[src/rtl/fir_coef_pkg.sv]
// Shared constants, types and reset coefficients for the run-time FIR coefficient controller.
package fir_coef_pkg;

    localparam int unsigned NUM_TAPS = 11;
    localparam int unsigned COEF_W   = 18;
    localparam int unsigned IDX_W    = 4;

    typedef logic signed [COEF_W-1:0] coef_t;
    typedef coef_t coef_arr_t [NUM_TAPS];

    typedef enum logic [1:0] {
        ST_IDLE = 2'd0,
        ST_LOAD = 2'd1,
        ST_ARM  = 2'd2
    } state_e;

    // Most negative code has no positive counterpart; it is stored as COEF_MIN_SAFE.
    localparam coef_t COEF_MOST_NEG = {1'b1, {(COEF_W-1){1'b0}}};
    localparam coef_t COEF_MIN_SAFE = -18'sd131071;

    localparam coef_arr_t COEF_DEFAULT = '{
        18'sd4094,   18'sd5900,   18'sd3326,  -18'sd3449,
        -18'sd10679, -18'sd12462, -18'sd4029,  18'sd14915,
        18'sd38991,  18'sd59143,  18'sd66990
    };

endpackage

[src/rtl/fir_coef_bank.sv]
// Shadow/active coefficient register pair: indexed shadow write, all-taps commit to active.
module fir_coef_bank
    import fir_coef_pkg::*;
(
    input  logic                         clk,
    input  logic                         reset,
    input  logic                         wr_en,
    input  logic [IDX_W-1:0]             wr_idx,
    input  coef_t                        wr_data,
    input  logic                         commit,
    output logic [NUM_TAPS*COEF_W-1:0]   coef_flat
);

    coef_arr_t shadow_q, shadow_d;
    coef_arr_t active_q, active_d;

    always_comb begin
        shadow_d = shadow_q;
        active_d = active_q;
        for (int unsigned i = 0; i < NUM_TAPS; i++) begin
            if (wr_en && (wr_idx == IDX_W'(i))) begin
                shadow_d[i] = wr_data;
            end
        end
        if (commit) begin
            active_d = shadow_q;
        end
    end

    always_ff @(posedge clk or negedge reset) begin
        if (!reset) begin
            shadow_q <= '{default: '0};
            active_q <= COEF_DEFAULT;
        end else begin
            shadow_q <= shadow_d;
            active_q <= active_d;
        end
    end

    always_comb begin
        coef_flat = '0;
        for (int unsigned i = 0; i < NUM_TAPS; i++) begin
            coef_flat[i*COEF_W +: COEF_W] = active_q[i];
        end
    end

endmodule

[src/rtl/fir_coef_ctrl.sv]
// Coefficient load controller: streams a set into the shadow bank and swaps it
// into the active bank only on a sample strobe, so the FIR never sees a mixed set.
module fir_coef_ctrl
    import fir_coef_pkg::*;
(
    input  logic                         clk,
    input  logic                         reset,
    input  logic                         samp_en,
    input  logic                         cfg_start,
    input  logic                         cfg_valid,
    input  logic [COEF_W-1:0]            cfg_data,
    output logic                         cfg_ready,
    output logic [NUM_TAPS*COEF_W-1:0]   coef_flat,
    output logic                         busy,
    output logic                         swap_pulse,
    output logic                         err
);

    state_e             state_q, state_d;
    logic [IDX_W-1:0]   idx_q, idx_d;
    logic               cfg_ready_q, cfg_ready_d;
    logic               busy_q, busy_d;
    logic               swap_pulse_q, swap_pulse_d;
    logic               err_q, err_d;

    logic               wr_en_c;
    coef_t              wr_data_c;
    logic               commit_c;

    always_ff @(posedge clk or negedge reset) begin
        if (!reset) begin
            state_q      <= ST_IDLE;
            idx_q        <= '0;
            cfg_ready_q  <= 1'b0;
            busy_q       <= 1'b0;
            swap_pulse_q <= 1'b0;
            err_q        <= 1'b0;
        end else begin
            state_q      <= state_d;
            idx_q        <= idx_d;
            cfg_ready_q  <= cfg_ready_d;
            busy_q       <= busy_d;
            swap_pulse_q <= swap_pulse_d;
            err_q        <= err_d;
        end
    end

    always_comb begin
        state_d      = state_q;
        idx_d        = idx_q;
        err_d        = err_q;
        swap_pulse_d = 1'b0;
        wr_en_c      = 1'b0;
        wr_data_c    = coef_t'(cfg_data);
        commit_c     = 1'b0;

        case (state_q)
            ST_IDLE: begin
                if (cfg_start) begin
                    state_d = ST_LOAD;
                    idx_d   = '0;
                    err_d   = 1'b0;
                end
            end

            ST_LOAD: begin
                // A restart beats a coincident transfer; that word is dropped.
                if (cfg_start) begin
                    idx_d = '0;
                    err_d = 1'b1;
                end else if (cfg_valid && cfg_ready_q) begin
                    wr_en_c = 1'b1;
                    if (cfg_data == COEF_MOST_NEG) begin
                        wr_data_c = COEF_MIN_SAFE;
                        err_d     = 1'b1;
                    end
                    if (idx_q == IDX_W'(NUM_TAPS - 1)) begin
                        state_d = ST_ARM;
                        idx_d   = '0;
                    end else begin
                        idx_d = idx_q + IDX_W'(1);
                    end
                end
            end

            ST_ARM: begin
                // The sample strobe wins over a simultaneous restart.
                if (samp_en) begin
                    commit_c     = 1'b1;
                    swap_pulse_d = 1'b1;
                    state_d      = ST_IDLE;
                end else if (cfg_start) begin
                    state_d = ST_LOAD;
                    idx_d   = '0;
                    err_d   = 1'b1;
                end
            end

            default: begin
                state_d = ST_IDLE;
                idx_d   = '0;
            end
        endcase

        cfg_ready_d = (state_d == ST_LOAD);
        busy_d      = (state_d != ST_IDLE);
    end

    fir_coef_bank u_bank (
        .clk       (clk),
        .reset     (reset),
        .wr_en     (wr_en_c),
        .wr_idx    (idx_q),
        .wr_data   (wr_data_c),
        .commit    (commit_c),
        .coef_flat (coef_flat)
    );

    assign cfg_ready  = cfg_ready_q;
    assign busy       = busy_q;
    assign swap_pulse = swap_pulse_q;
    assign err        = err_q;

endmodule

[config.mk]
export PLATFORM = sky130hd
export DESIGN_NAME = fir_coef_ctrl
export DESIGN_NICKNAME = d
export VERILOG_FILES = /design/src/rtl/fir_coef_pkg.sv /design/src/rtl/fir_coef_bank.sv /design/src/rtl/fir_coef_ctrl.sv
export SDC_FILE = /design/constraint.sdc
export NUM_CORES = 1
export LEC_CHECK = 0
export BUFFER_PORTS_ARGS = -buffer_cell sky130_fd_sc_hd__buf_4
export CELL_PAD_IN_SITES_DETAIL_PLACEMENT = 1
export CELL_PAD_IN_SITES_GLOBAL_PLACEMENT = 1
export CORE_MARGIN = 4
export CORE_UTILIZATION = 51
export CTS_CLUSTER_DIAMETER = 30
export DETAILED_ROUTE_END_ITERATION = 12
export PLACE_DENSITY = 0.89
export SLEW_MARGIN = 0
export SYNTH_ARGS = -nofsm -noshare
export SYNTH_HDL_FRONTEND = slang
export SYNTH_SLANG_ARGS = --single-unit
[constraint.sdc]
create_clock -name clk -period 3.8 [get_ports clk]
set_input_delay 0.76 -clock clk [delete_from_list [all_inputs] [get_ports clk]]
set_output_delay 0.76 -clock clk [all_outputs]
set_load 0.01 [all_outputs]
# After elaboration in Yosys (flattened, before gate mapping)
# Index checks and enable logic that the tools add are counted.
[totals] ff_bits=406 input_bits=23 output_inout_bits=202
[op_classes] add_sub_neg=1 eq_ne=19 n_mux=28 n_reduce_logical=18
[op_table] cell="2-to-1 mux 18 bit" n=4
[op_table] cell="2-to-1 mux 4 bit" n=5
[op_table] cell="== test 18 bit, second input constant" n=1
[op_table] cell="== test 4 x 3 -> 1 bit, second input constant" n=4
[op_table] cell="== test 4 bit, second input constant" n=3
[op_table] cell="logical AND 1 bit" n=12
[op_table] cell="one-hot mux 4 bit (3 select lines)" n=1
[op_table] cell="2-to-1 mux 1 bit" n=11
[op_table] cell="2-to-1 mux 2 bit" n=5
[op_table] cell="== test 4 x 2 -> 1 bit, second input constant" n=2
[op_table] cell="inequality test 2 bit, second input constant" n=3
[op_table] cell="inequality test 3 bit, second input constant" n=2
[op_table] cell="one-hot mux 2 bit (3 select lines)" n=1
[op_table] cell="AND reduction 6 bit" n=1
[op_table] cell="adder 4 x 1 -> 4 bit, second input constant" n=1
[op_table] cell="== test 2 x 1 -> 1 bit, second input constant" n=2
[op_table] cell="== test 4 x 1 -> 1 bit, second input constant" n=1
[op_table] cell="zero test 4 bit" n=1
[op_table] cell="one-hot mux 1 bit (3 select lines)" n=1
[op_table] cell="nonzero test 3 bit" n=1
[op_table] cell="== test 2 bit, second input constant" n=1
[op_table] cell="zero test 2 bit" n=1
[op_table] cell="AND reduction 2 bit" n=1
[op_table] cell="nonzero test 2 bit" n=1

# Logic depth before layout (Yosys ltp)
# Gate-level depths: netlist (run 1).
[logic_depth] ltp_word=6 depth_mapped=8 mapped_depth_nobuf=7

# Modules after synthesis
# From an unflattened synthesis (run 1), not the netlist that was laid out.
[hier_totals] hier_cells=950 hier_area_um2=15630.0
[modules_own_cells] mod="fir_coef_bank" n_inst=1 cells_per_inst=865 area_each_um2=14904.3 seq_area_each_um2=10033.4
[modules_own_cells] mod="fir_coef_ctrl" n_inst=1 cells_per_inst=85 area_each_um2=725.7 seq_area_each_um2=250.2

# Worst setup path before layout (run 1)
# Ideal clock, no wire load.
[synth_path] kind="input to register" from="input port cfg_start" to="register u_bank.shadow_q[115] in the netlist's numbering" setup_time_ns=0.125 arrival_ns=2.243 path_slack_ns=1.431 path_stages=6 cell_sequence="nand4b_4 or3b_4 or3_1 buf_6 buf_12 mux2_4"
[synth_between] elab_chain_len=3 word_cells_on_any_way=5
[synth_rtl] item="start: declaration" line_no="fir_coef_ctrl.sv:9" rtl="input logic cfg_start,"
[synth_rtl] item="2-to-1 mux 1 bit" line_no="fir_coef_ctrl.sv:68" rtl="if (cfg_start) begin"
[synth_rtl] item="2-to-1 mux 1 bit" line_no="fir_coef_ctrl.sv:57" rtl="case (state_q)"
[synth_rtl] item="logical AND 1 bit" line_no="fir_coef_bank.sv:21" rtl="if (wr_en && (wr_idx == IDX_W'(i))) begin"
[synth_rtl] item="end signal: assignment" line_no="fir_coef_bank.sv:35" rtl="shadow_q <= shadow_d;"
[synth_rtl] item="end: declaration" line_no="fir_coef_bank.sv:14" rtl="coef_arr_t shadow_q, shadow_d;"
# Parallel ways exist; a longest one is shown, timed or not.
# A chain may end at the register's enable or synchronous reset.

# Worst setup path in the final report (run 1)
[layout_path] from="register idx_q[0]" to="register u_bank.shadow_q[14] in the netlist's numbering"
[layout_between] elab_chain_len=2
[layout_rtl] item="start: declaration" line_no="fir_coef_ctrl.sv:20" rtl="logic [IDX_W-1:0] idx_q, idx_d;"
[layout_rtl] item="start signal: assignment" line_no="fir_coef_ctrl.sv:40" rtl="idx_q <= idx_d;"
[layout_rtl] item="== test 4 bit" line_no="fir_coef_bank.sv:21"
[layout_rtl] item="logical AND 1 bit" line_no="fir_coef_bank.sv:21"
# No other way between the ends.

==> results.sh, run 1 <==
export IMPL_outcome="finished clean"
export IMPL_cts_tree="done"
export IMPL_core_area_um2=29870
export IMPL_comb_power_share=0.072
export IMPL_crit_fanout=20
export IMPL_met2_usage=0.4980
export IMPL_hpwlAfterDp_um=25830
export IMPL_grt_use_met1=0.3457
export IMPL_first_pass_iters=4
export IMPL_period_needed_ps=3150
export IMPL_gr_total_overflow=0
export IMPL_slew_violations=0
export IMPL_synth_top_cells_by_area="dfrtp_1 (49%), mux2_2 (28%), dfstp_2 (17%), clkbuf_1 (0.99%), mux2_4 (0.96%)"
export IMPL_clockBufferDepth=3
export IMPL_finalCritPeriodShare=0.8289
export IMPL_grt_pass1_vias=10940
export IMPL_rsz0062_at_grt="false"
export IMPL_synthArstFlopShare=1.000
export IMPL_ios=225
export IMPL_cp_arrival_ps=3570
export IMPL_die_h_um=182.7
export IMPL_gp_congestion=0.7507
export IMPL_p_sw_w=0.003189
export IMPL_viasPerCell=5.660
export IMPL_layout_nets=1221
export IMPL_switching_share=0.2518
export IMPL_postCtsHoldBufs=0
export IMPL_worst_setup_hold_path_clk_slew_ps=50
export IMPL_antenna_found_initial=0
export IMPL_h_tree_depth=3
export IMPL_busiest_layer="met2"
export IMPL_cp_required_ps=4220
export IMPL_synth_top_area_frac=0.4933
export IMPL_route_detailed_drc=0
export IMPL_synth_nets=965
export IMPL_clockRootBuffer="clkbuf_16"
export IMPL_synthCells=937
export IMPL_die_w_um=182.7
export IMPL_drt_iter0_drc=470
export IMPL_synthFlopType="dfrtp_1"
export IMPL_start_util=0.5213
export IMPL_tns_ps=0
export IMPL_portBuffers=224
export IMPL_clkSinkCount=406
export IMPL_power_leakage_nw=10.11
export IMPL_ant_nets=0
export IMPL_cpPeakStageDelay_ps=730
export IMPL_slew_headroom=0.2715
export IMPL_syn_area_um2=15570
export IMPL_max_freq_ghz=0.3175
export IMPL_grt_pass1_wl_um=71320
export IMPL_critPathCaptureType="register"
export IMPL_cp_depth=4
export IMPL_p_int_w=0.009475
export IMPL_ys_seq_area_frac=0.6603
export IMPL_post_cts_resized=0
export IMPL_area_growth_pct=29.81
export IMPL_wirelength_um=46680
export IMPL_tightest_slew_ps=1090
export IMPL_power_density_nw_per_um2=626.4
export IMPL_grt_max_degree=96
export IMPL_grt_total_usage=0.2817
export IMPL_antenna_cells=0
export IMPL_drive_above_1_share=0.6986
export IMPL_synth_top_area_cell="dfrtp_1"
export IMPL_reg2reg_depth=4
export IMPL_clk_latency_ps=550
export IMPL_postSynthAreaPerCell_um2=16.62
export IMPL_die_area_um2=33400
export IMPL_ys_ff_latch=406
export IMPL_p_seq_frac=0.401
export IMPL_pwr_share_clk=0.527
export IMPL_critical_path_buf_inv_count=0
export IMPL_crit_chain="nor4bb_1 > nor3b_1 > nand2_1 > mux2_2"
export IMPL_cts_buffers=74
export IMPL_maxCapViolCount=0
export IMPL_hold_class="in -> async"
export IMPL_num_vias=9305
export IMPL_cts_setup_buffers=0
export IMPL_wl_per_cell_um=28.40
export IMPL_ir_worst_vdd_mv=0.3632
export IMPL_grtUsageMet3=0.05395
export IMPL_synth_most_common_cell="mux2_2"
export IMPL_r2r_slack_ps=650
export IMPL_synth_cell_types=46
export IMPL_cp_start_kind="register"
export IMPL_finalSetupViolCount=0
export IMPL_hold_viol_final=0
export IMPL_critical_path_top_delay_family="simple AND/OR/NAND/NOR gates"
export IMPL_fin_worst_skew_ps=26.11
export IMPL_synthTopCellsByCount="mux2_2 (386), dfrtp_1 (307), dfstp_2 (99)"
export IMPL_yosysWarnings=0
export IMPL_rows=63
export IMPL_crit_type="reg -> reg"
export IMPL_slowest_stage="nand2_1"
export IMPL_total_power_w=0.01266
export IMPL_synth_edff_count=0
==> registers in the layout, indices dropped and copies added (netlist names) <==
name / count
u_bank.coef_flat: 198
swap_pulse: 1
busy: 1
err: 1
state_q: 2
u_bank.shadow_q: 198
cfg_ready: 1
idx_q: 4
==> cell type report <==
cell class / instances / area [um^2]
sequential: 406 / 10280
multi-input combinational: 467 / 5041
fill: 2603 / 9658
tap: 390 / 488.0
clock inverter: 48 / 548.0
inverter: 7 / 28.78
clock buffer: 89 / 1991
timing repair buffer: 237 / 1837
==> metrics by stage <==
stage / cell area, um^2 / setup WS (ps) / utilization / hold WS (ps) / cells
2_1_floorplan: 15570 / 1431 / - / 464.4 / 937
3_3_place_gp: 17680 / 902.5 / 0.5917 / 481.5 / 1507
3_5_place_dp: 17680 / 823.1 / 0.5917 / 490.3 / 1507
4_1_cts: 20220 / 693.5 / 0.6767 / 215.7 / 1644
5_1_grt: 20220 / 494.2 / 0.6767 / 238.0 / 1644
6_report: 20220 / 650.3 / 0.6767 / 196.3 / 1644
==> power groups by stage <==
stage | Clock, W | Combinational (W) | Sequential [W]
final | 0.00667 | 0.000918 | 0.00508
after global routing | 0.00702 | 0.000992 | 0.00511
after floorplan | 0 | 0.000575 | 0.00496
after global placement | 0 | 0.000796 | 0.00504
after CTS | 0.00677 | 0.000928 | 0.00506
after detailed placement | 0 | 0.000858 | 0.00508
==> cells by family after synthesis <==
logic type,after synthesis,share of synthesized area
simple gates,41,0.01735
mux,396,0.2887
fa+ha+maj,5,0.004017
buf+inv,64,0.01824
flops,406,0.6603
compound gates,25,0.01133
==> path summary, 6_finish.rpt <==
path                                                       start                                to
worst max register to register              idx_q[0]$_DFFE_PN0P_   u_bank.shadow_q[14]$_DFFE_PN0P_
worst min-delay path                                       reset    u_bank.shadow_q[4]$_DFFE_PN0P_
worst max-delay path                        idx_q[0]$_DFFE_PN0P_   u_bank.shadow_q[14]$_DFFE_PN0P_
worst min register to register  u_bank.shadow_q[178]$_DFFE_PN0P_  u_bank.coef_flat[34]$_DFFE_PN0P_
max in group asynchronous                                  reset  u_bank.coef_flat[96]$_DFFE_PN1P_
min in group clk                u_bank.shadow_q[178]$_DFFE_PN0P_  u_bank.coef_flat[34]$_DFFE_PN0P_
==> placed cells by master (no fill, tap or decap), types with 3 or more instances in the layout <==
cell type,n
a21oi_1,4
clkbuf_16,76
buf_12,4
dfrtp_1,307
inv_1,6
nor4_1,3
mux2_4,10
nand2b_1,4
ha_1,5
clkbuf_1,9
inv_6,7
dfstp_2,99
bufinv_16,7
clkinv_8,3
nor2_1,4
clkinv_2,10
mux2_2,386
clkinv_4,3
o21ai_0,5
buf_4,232
clkbuf_8,4
clkinvlp_4,16
nand2_1,7
==> metal layers <==
| metal | part of all wire | up-vias |
|---|---|---|
| li1 | - | 3860 |
| met1 | 0.39 | 5017 |
| met2 | 0.52 | 321 |
| met3 | 0.055 | 107 |
| met4 | 0.033 | 0 |
| met5 | 0 | - |
Note: power is estimated with default switching activity, not from simulation.
==> run 2: changes to the inputs <==
- CORE_UTILIZATION: 51 -> 48
- PLACE_DENSITY: 0.89 -> 0.84
- clock period: 3.8 -> 2.9 ns (I/O delays scaled with it)
==> run 2 against run 1 <==
Maximum frequency up 17%. Critical endpoint is now u_bank.shadow_q[155]$_DFFE_PN0P_. Critical path type unchanged. Clock-buffer cell count up 14. Clock power up 48%.
==> results.sh, run 2 (synthesis results as in run 1) <==
export IMPL_drt_iter0_drc=460
export IMPL_finalSetupViolCount=0
export IMPL_wl_met2_um=23100
export IMPL_viasPerCell=5.335
export IMPL_hp_start="cfg_data[11]"
export IMPL_p_sw_w=0.004248
export IMPL_gr_total_overflow=0
export IMPL_slew_headroom=0.5311
export IMPL_start_util=0.4898
export IMPL_cts_tree="done"
export IMPL_hpwlAfterDp_um=24740
export IMPL_crit_type="reg -> reg"
export IMPL_grt_pass1_wl_um=67800
export IMPL_ant_nets=0
export IMPL_critPathCaptureType="register"
export IMPL_cp_start_kind="register"
export IMPL_pwr_share_clk=0.557
export IMPL_gp_congestion=0.8095
export IMPL_comb_power_share=0.067
export IMPL_critical_path_buf_inv_count=2
export IMPL_portBuffers=224
export IMPL_final_common_cell="mux2_2"
export IMPL_ir_worst_vdd_mv=0.8148
export IMPL_die_h_um=188.1
export IMPL_slew_violations=0
export IMPL_reg2reg_depth=7
export IMPL_postCtsHoldBufs=1
export IMPL_rsz0062_at_grt="false"
export IMPL_route_detailed_drc=0
export IMPL_maxCapViolCount=0
export IMPL_crit_fanout=18
export IMPL_min_path_cells=2
export IMPL_worst_setup_hold_path_clk_slew_ps=60
export IMPL_max_freq_ghz=0.3723
export IMPL_switching_share=0.2408
export IMPL_cts_buffers=83
export IMPL_cp_required_ps=3340
export IMPL_total_power_w=0.01764
export IMPL_h_tree_depth=3
export IMPL_fin_worst_skew_ps=21.61
export IMPL_tightest_slew_ps=703.4
export IMPL_power_leakage_nw=10.36
export IMPL_layout_nets=1242
export IMPL_p_seq_frac=0.376
export IMPL_grt_total_usage=0.2502
export IMPL_clockRootBuffer="clkbuf_16"
export IMPL_core_area_um2=31800
export IMPL_period_needed_ps=2686
export IMPL_critical_path_top_delay_family="simple AND/OR/NAND/NOR gates"
export IMPL_timing_rr_end="u_bank.shadow_q[155]$_DFFE_PN0P_"
export IMPL_post_cts_resized=0
export IMPL_dp_slack_ps=335.8
export IMPL_clkSinkCount=406
export IMPL_min_to="u_bank.shadow_q[119]$_DFFE_PN0P_"
export IMPL_r2r_slack_ps=210
export IMPL_tns_ps=0
export IMPL_rows=65
export IMPL_grt_max_degree=106
export IMPL_antenna_cells=0
export IMPL_wirelength_um=44460
export IMPL_highest_layer="met5"
export IMPL_drive_above_1_share=0.7051
export IMPL_area_growth_pct=33.29
export IMPL_timing_rr_start="state_q[1]$_DFF_PN0_"
export IMPL_power_density_nw_per_um2=850.0
export IMPL_antenna_found_initial=2
export IMPL_wl_per_cell_um=25.90
export IMPL_num_vias=9161
export IMPL_hold_viol_final=0
export IMPL_cpPeakStageDelay_ps=530
export IMPL_die_area_um2=35390
export IMPL_finalCritPeriodShare=0.9262
export IMPL_cts_setup_buffers=0
export IMPL_p_int_w=0.01340
export IMPL_grt_pass1_vias=10780
export IMPL_final_cell_mix="mux2_2 (386), dfrtp_1 (307), buf_4 (241)"
export IMPL_clockBufferDepth=3
export IMPL_ios=225
export IMPL_cp_arrival_ps=3130
export IMPL_crit_chain="inv_1 > ha_1 > nand4b_4 > nor3_1 > buf_4 > nand3_2 > mux2_2"
export IMPL_outcome="finished clean"
export IMPL_hold_class="in -> reg"
export IMPL_clk_latency_ps=570
export IMPL_slowest_stage="mux2_2"
export IMPL_worst_slack_ps=214.1
export IMPL_met1Wirelength_um=17840
export IMPL_die_w_um=188.1
export IMPL_first_pass_iters=4
export IMPL_met3_length_um=2588
[run 2: power by group through the flow]
stage | clock network (W) | logic, W | registers [W]
after floorplan | 0 | 0.000753 | 0.00650
after global placement | 0 | 0.00106 | 0.00660
after detailed placement | 0 | 0.00114 | 0.00666
after CTS | 0.00998 | 0.00120 | 0.00662
after global routing | 0.0103 | 0.00129 | 0.00668
final | 0.00984 | 0.00118 | 0.00663
[run 2: worst register-to-register path, stage by stage (launching register included)]
cell and delay (ps):
dfrtp_1 450, inv_1 130, ha_1 340, nand4b_4 210, nor3_1 220, buf_4 180
nand3_2 510, mux2_2 540
[run 2: layer usage]
layer,GRT usage,up-vias
li1,-,3883
met1,0.3065,4906
met2,0.4415,296
met3,0.06050,74
met4,0.07312,2
met5,0,-
[run 2: area by class of cell]
cell class / instances / area [um^2]
clock buffer: 103 / 2295
clock inverter: 50 / 619.3
fill: 2772 / 11040
inverter: 7 / 28.78
multi-input combinational: 467 / 5032
sequential: 406 / 10280
tap: 435 / 544.3
timing repair buffer: 249 / 1954
[run 2: worst max path at each step]
| stage | startpoint | to | slack, ps | depth (start not counted) |
|---|---|---|---|---|
| global route | state_q[1]$_DFF_PN0_ | u_bank.shadow_q[155]$_DFFE_PN0P_ | 90 | 7 |
| finish | state_q[1]$_DFF_PN0_ | u_bank.shadow_q[155]$_DFFE_PN0P_ | 210 | 7 |
| floorplan | state_q[1]$_DFF_PN0_ | u_bank.shadow_q[115]$_DFFE_PN0P_ | 560 | 8 |
| CTS | state_q[1]$_DFF_PN0_ | u_bank.shadow_q[155]$_DFFE_PN0P_ | 240 | 7 |
| global placement | state_q[1]$_DFF_PN0_ | u_bank.shadow_q[124]$_DFFE_PN0P_ | 450 | 7 |
| detailed placement | state_q[1]$_DFF_PN0_ | u_bank.shadow_q[155]$_DFFE_PN0P_ | 340 | 7 |
[run 2: stage by stage]
step | util | hold slack, ps | instances | area (um^2)
after floorplan | - | 284.4 | 937 | 15570
after global placement | 0.5608 | 480.7 | 1563 | 17830
after detailed placement | 0.5608 | 489.7 | 1563 | 17830
after CTS | 0.6528 | 416.0 | 1717 | 20760
after global routing | 0.6528 | 421.1 | 1717 | 20760
final | 0.6528 | 447.7 | 1717 | 20760
